$ cat config.mk
export PLATFORM = sky130hd
export DESIGN_NAME = mem_arbiter
export DESIGN_NICKNAME = d
export VERILOG_FILES = /design/src/rtl/mem_arbiter_pkg.sv /design/src/rtl/arb_perf_counter.sv /design/src/rtl/mem_arbiter.sv
export SDC_FILE = /design/constraint.sdc
export NUM_CORES = 1
export LEC_CHECK = 0
export CAP_MARGIN = 20
export CORE_MARGIN = 1
export CORE_UTILIZATION = 38
export DETAILED_ROUTE_END_ITERATION = 8
export PLACE_DENSITY = 0.84
export SETUP_SLACK_MARGIN = 0.5
export SYNTH_ARGS = -nofsm -noshare
export SYNTH_HDL_FRONTEND = slang
export SYNTH_HIERARCHICAL = 1
export SYNTH_SLANG_ARGS = --single-unit
$ cat constraint.sdc
create_clock -name clk -period 2.2 [get_ports clk]
set_clock_uncertainty 0.15 [all_clocks]
set_input_delay 0.66 -clock clk [delete_from_list [all_inputs] [get_ports clk]]
set_output_delay 0.66 -clock clk [all_outputs]
set_load 0.01 [all_outputs]
$ cat src/rtl/mem_arbiter_pkg.sv
// Shared encodings for the unified-memory arbiter: FSM states and access owner.
package mem_arbiter_pkg;

  typedef enum logic [1:0] {
    ARB_IDLE     = 2'd0,
    ARB_BUSY_IF  = 2'd1,
    ARB_BUSY_MEM = 2'd2,
    ARB_DONE     = 2'd3
  } arb_state_t;

  typedef enum logic {
    OWN_IF  = 1'b0,
    OWN_MEM = 1'b1
  } arb_owner_t;

  // Latency counter must hold the value RAM_LAT itself.
  function automatic int lat_cnt_w(input int lat);
    return (lat < 2) ? 1 : $clog2(lat + 1);
  endfunction

endpackage

$ cat src/rtl/arb_perf_counter.sv
// 32-bit wrapping event counter, cleared by rst; only present with MEM_ARB_PERF_EN.
// Latency: count visible the cycle after inc; no backpressure.
`ifdef MEM_ARB_PERF_EN
module arb_perf_counter (
  input  logic        clk,
  input  logic        rst,
  input  logic        inc,
  output logic [31:0] cnt
);

  always_ff @(posedge clk) begin
    if (rst) begin
      cnt <= '0;
    end else if (inc) begin
      cnt <= cnt + 32'd1;
    end
  end

endmodule
`endif

$ cat src/rtl/mem_arbiter.sv
// IF/MEM arbiter for one single-port RAM, MEM wins ties; MEM_ARB_PERF_EN adds perf counters.
// Latency: request-to-ack RAM_LAT+2; loser is held off via its stall until the winner completes.
module mem_arbiter
  import mem_arbiter_pkg::*;
#(
  parameter int ADDR_W  = 10,
  parameter int RAM_LAT = 1
) (
  input  logic              clk,
  input  logic              rst,
  input  logic              if_req,
  input  logic [31:0]       if_addr,
  output logic [31:0]       if_rdata,
  output logic              if_ack,
  output logic              if_stall,
  input  logic              mem_ren,
  input  logic              mem_wen,
  input  logic [31:0]       mem_addr,
  input  logic [31:0]       mem_wdata,
  output logic [31:0]       mem_rdata,
  output logic              mem_ack,
  output logic              mem_stall,
  output logic              ram_cs,
  output logic              ram_we,
  output logic [ADDR_W-1:0] ram_addr,
  output logic [31:0]       ram_din,
  input  logic [31:0]       ram_dout
`ifdef MEM_ARB_PERF_EN
  ,
  output logic [31:0]       perf_if_cnt,
  output logic [31:0]       perf_mem_cnt,
  output logic [31:0]       perf_conflict_cnt
`endif
);

  localparam int               CNT_W    = lat_cnt_w(RAM_LAT);
  localparam logic [CNT_W-1:0] CNT_LOAD = CNT_W'(RAM_LAT);

  arb_state_t       state;
  arb_owner_t       owner;
  logic [CNT_W-1:0] cnt;
  logic             wr;
  logic             mem_req;

  assign mem_req   = mem_ren | mem_wen;
  assign if_stall  = if_req & ~if_ack;
  assign mem_stall = mem_req & ~mem_ack;

  // Byte-lane and above-RAM address bits alias away.
  logic unused_addr_bits;
  assign unused_addr_bits = ^{if_addr[31:ADDR_W+2], if_addr[1:0],
                              mem_addr[31:ADDR_W+2], mem_addr[1:0]};

  always_ff @(posedge clk) begin
    if (rst) begin
      state     <= ARB_IDLE;
      owner     <= OWN_IF;
      cnt       <= '0;
      wr        <= 1'b0;
      ram_cs    <= 1'b0;
      ram_we    <= 1'b0;
      ram_addr  <= '0;
      ram_din   <= '0;
      if_ack    <= 1'b0;
      mem_ack   <= 1'b0;
      if_rdata  <= '0;
      mem_rdata <= '0;
    end else begin
      ram_cs  <= 1'b0;
      ram_we  <= 1'b0;
      if_ack  <= 1'b0;
      mem_ack <= 1'b0;
      case (state)
        ARB_IDLE: begin
          if (mem_req) begin
            state    <= ARB_BUSY_MEM;
            owner    <= OWN_MEM;
            cnt      <= CNT_LOAD;
            wr       <= mem_wen;
            ram_cs   <= 1'b1;
            ram_we   <= mem_wen;
            ram_addr <= mem_addr[ADDR_W+1:2];
            ram_din  <= mem_wdata;
          end else if (if_req) begin
            state    <= ARB_BUSY_IF;
            owner    <= OWN_IF;
            cnt      <= CNT_LOAD;
            wr       <= 1'b0;
            ram_cs   <= 1'b1;
            ram_addr <= if_addr[ADDR_W+1:2];
          end
        end
        ARB_BUSY_IF, ARB_BUSY_MEM: begin
          if (cnt == '0) begin
            state <= ARB_DONE;
            if (owner == OWN_IF) begin
              if_ack   <= 1'b1;
              if_rdata <= ram_dout;
            end else begin
              mem_ack <= 1'b1;
              if (!wr) begin
                mem_rdata <= ram_dout;
              end
            end
          end else begin
            cnt <= cnt - CNT_W'(1);
          end
        end
        default: begin
          // DONE: ack is out this cycle, no new grant until IDLE.
          state <= ARB_IDLE;
        end
      endcase
    end
  end

`ifdef MEM_ARB_PERF_EN
  logic conflict;
  assign conflict = (state == ARB_IDLE) & if_req & mem_req;

  arb_perf_counter u_perf_if (
    .clk (clk),
    .rst (rst),
    .inc (if_ack),
    .cnt (perf_if_cnt)
  );

  arb_perf_counter u_perf_mem (
    .clk (clk),
    .rst (rst),
    .inc (mem_ack),
    .cnt (perf_mem_cnt)
  );

  arb_perf_counter u_perf_conflict (
    .clk (clk),
    .rst (rst),
    .inc (conflict),
    .cnt (perf_conflict_cnt)
  );
`endif

endmodule

==> flow_summary_export.csv <==
group,metric,value,unit
final_layout,layout.nets,856,
synth,synth_nets,621,
final_layout,diodes,0,
sta,worst_pin_slew,358,ps
floorplanning,die_h,108,um
worst_setup_path,worstPathMaxFanout,2,
final_layout,most-common-layout-cells,"nand2_1, buf_6, dfxtp_2",
place,io_buffers,200,
worst_setup_path,worst_setup_path_end_kind,"primary output",
floorplanning,die_area,11600,um^2
route,routed_wl,13.8,mm
sta,rsz0062_at_grt,"yes",
clocking,numCtsBuffers,17,
min_path,worstHoldPathType,"reg -> reg",
synth,synth_seq_area_share,0.544,
grt,grt_overflow_total,0,
grt,antenna_found_initial,0,
floorplanning,core,10800,um^2
synth,yosysWarnings,6,
synth,syn_avg_cell_area,8.70,um^2
floorplanning,num_rows,38,
status,status,"completed",
synth,synth_edf_count,0,
sta,finalHoldViolCount,0,
sta,setup_ws,330,ps
synth,synth_flop_cell,"dfxtp_1",
min_path,hold_depth,2,
flow_run,maxCapViolCount,0,
worst_setup_path,start_kind,"input pin",
route,dr.pass1.iters,4,
place,placed_area,6410,um^2
worst_setup_path,cp.arrival,1060,ps
route,ant_nets,0,
synth,synth_top_area_frac,0.544,
final_layout,area_growth,85.7,%
worst_setup_path,path_class,"in -> out",
synth,synth_area,4230,um^2
floorplanning,boundaryPins,245,
route,drt_iter0_drc,239,
grt,grtUsageTotal,0.234,
synth,synth_top_cell_by_area,"dfxtp_1",
clocking,cts.clk_slew.worst_paths,60,ps
worst_setup_path,crit_required,1390,ps
clocking,htree_levels,4,
worst_setup_path,reg2reg_depth,8,
place,dpl.hpwl,8.28,mm
clocking,clock_sinks,115,
clocking,clk_latency,500,ps
final_layout,multiInputGateArea,1830,um^2
route,drc_errors,0,
sta,max_slew_margin,0.761,
sta,slew_viol_final,0,
final_layout,seqCellArea,2440,um^2
power_and_ir_drop,powerDensity,1240,nW/um^2
route,viasPerCell,4.96,
place,place_ws,-469,ps
floorplanning,start_util,0.390,
final_layout,fin_area,7860,um^2
grt,grt_max_degree,68,
power_and_ir_drop,p_leak,3.22,nW
sta,setup_viol_count_final,0,
route,vias,4335,
route,wl_per_cell,15.8,um
final_layout,layout_commonest_cell,"nand2_1",
clocking,cts_root_buf,"clkbuf_8",
synth,synth_area_leaders,"dfxtp_1, nand2_1, mux2i_1, a21oi_1, nor2_1",
synth,postSynthCellCount,486,
clocking,clockBufferDepth,2,
grt,grt_pass1_wl,20.7,mm
place,gp_congestion,0.803,
synth,synthDistinctLibCells,28,
sta,max_freq,535,MHz
sta,period_needed,1870,ps
sta,period_share,0.850,
final_layout,fillers,745,
final_layout,drive_above_1_share,0.460,
power_and_ir_drop,peakVddDrop,0.663,mV
synth,async_flop_share,0,
floorplanning,die_width,108,um
clocking,cts_tree,"built",
grt,grt_pass1_vias,4362,
synth,ys_seq_elements,115,
-- where the power goes --
group	internal, mW	switching (mW)	total, mW
sequential	2.70	0.375	3.07
clock	1.73	0.963	2.69
combinational	2.28	1.66	3.94
-- state kept, by name, indices dropped and copies added (netlist names), 2 cells and up --
register   flops
if_rdata      32
mem_rdata     32
ram_addr      10
ram_din       32
state          2
-- routing by layer --
layer / global-route usage / share of wire / wire, um
met5: 0 / 0 / 0
met1: 0.246 / 0.38 / 5280
met3: 0.0702 / 0.076 / 1050
met4: 0.125 / 0.029 / 402
met2: 0.418 / 0.51 / 7090
-- Yosys cell counts (2+ instances only) --
master,instances
nand2_1,143
dfxtp_1,115
a21oi_1,62
nor2_1,47
mux2i_1,32
buf_2,15
clkbuf_1,12
o21ai_0,12
a311oi_1,10
a21oi_2,6
buf_6,6
nor2b_1,4
inv_1,3
buf_1,2
buf_4,2
ha_1,2
o2bb2ai_1,2
-- cell families after synthesis --
| family | Yosys count | synth area share |
|---|---|---|
| multiplexers | 32 | 0.0757 |
| adder cells (fa/ha/maj) | 2 | 0.00591 |
| AO/OA/AOI/OAI | 97 | 0.134 |
| AND/OR/NAND/NOR | 200 | 0.188 |
| flip-flops | 115 | 0.544 |
| buffers and inverters | 40 | 0.0523 |
-- repair_timing --
action,CTS,global route
setup endpoints to repair,169,177
gates resized for setup,691,31
hold buffers,0,0
pin swaps,4,18
cloned,6,1
buffers inserted,15,16
-- area by class of cell --
class,count,share of cell area
multi-input combinational,331,0.233
timing repair buffer,253,0.356
inverter,3,0.00143
clock buffer,21,0.0597
clock inverter,11,0.0162
sequential,115,0.311
tap,140,0.0223
-- worst paths after layout --
path / slack (ps) / startpoint / endpoint
min: 310 / ram_din[25] / ram_din[25]
max reg2reg: 350 / state[1] / if_rdata[30]
max: 330 / mem_wen / mem_stall
min reg2reg: 310 / ram_din[25] / ram_din[25]
-- stage by stage --
stage	instances	hold WS, ps	TNS (ps)	total power [mW]	utilization
5_1_grt	874	324	0	10.2	0.725
6_report	874	308	0	9.71	0.725
4_1_cts	857	310	0	9.46	0.699
2_1_floorplan	486	291	0	4.41	-
3_5_place_dp	804	298	-3070	5.90	0.591
3_3_place_gp	804	292	-2060	5.79	0.591
-- worst max-delay path: stages --
cell	delay [ps]
buf_6	100
nor2_4	140
nor2_4	50
buf_6	110
(Power assumes the default switching activity.)
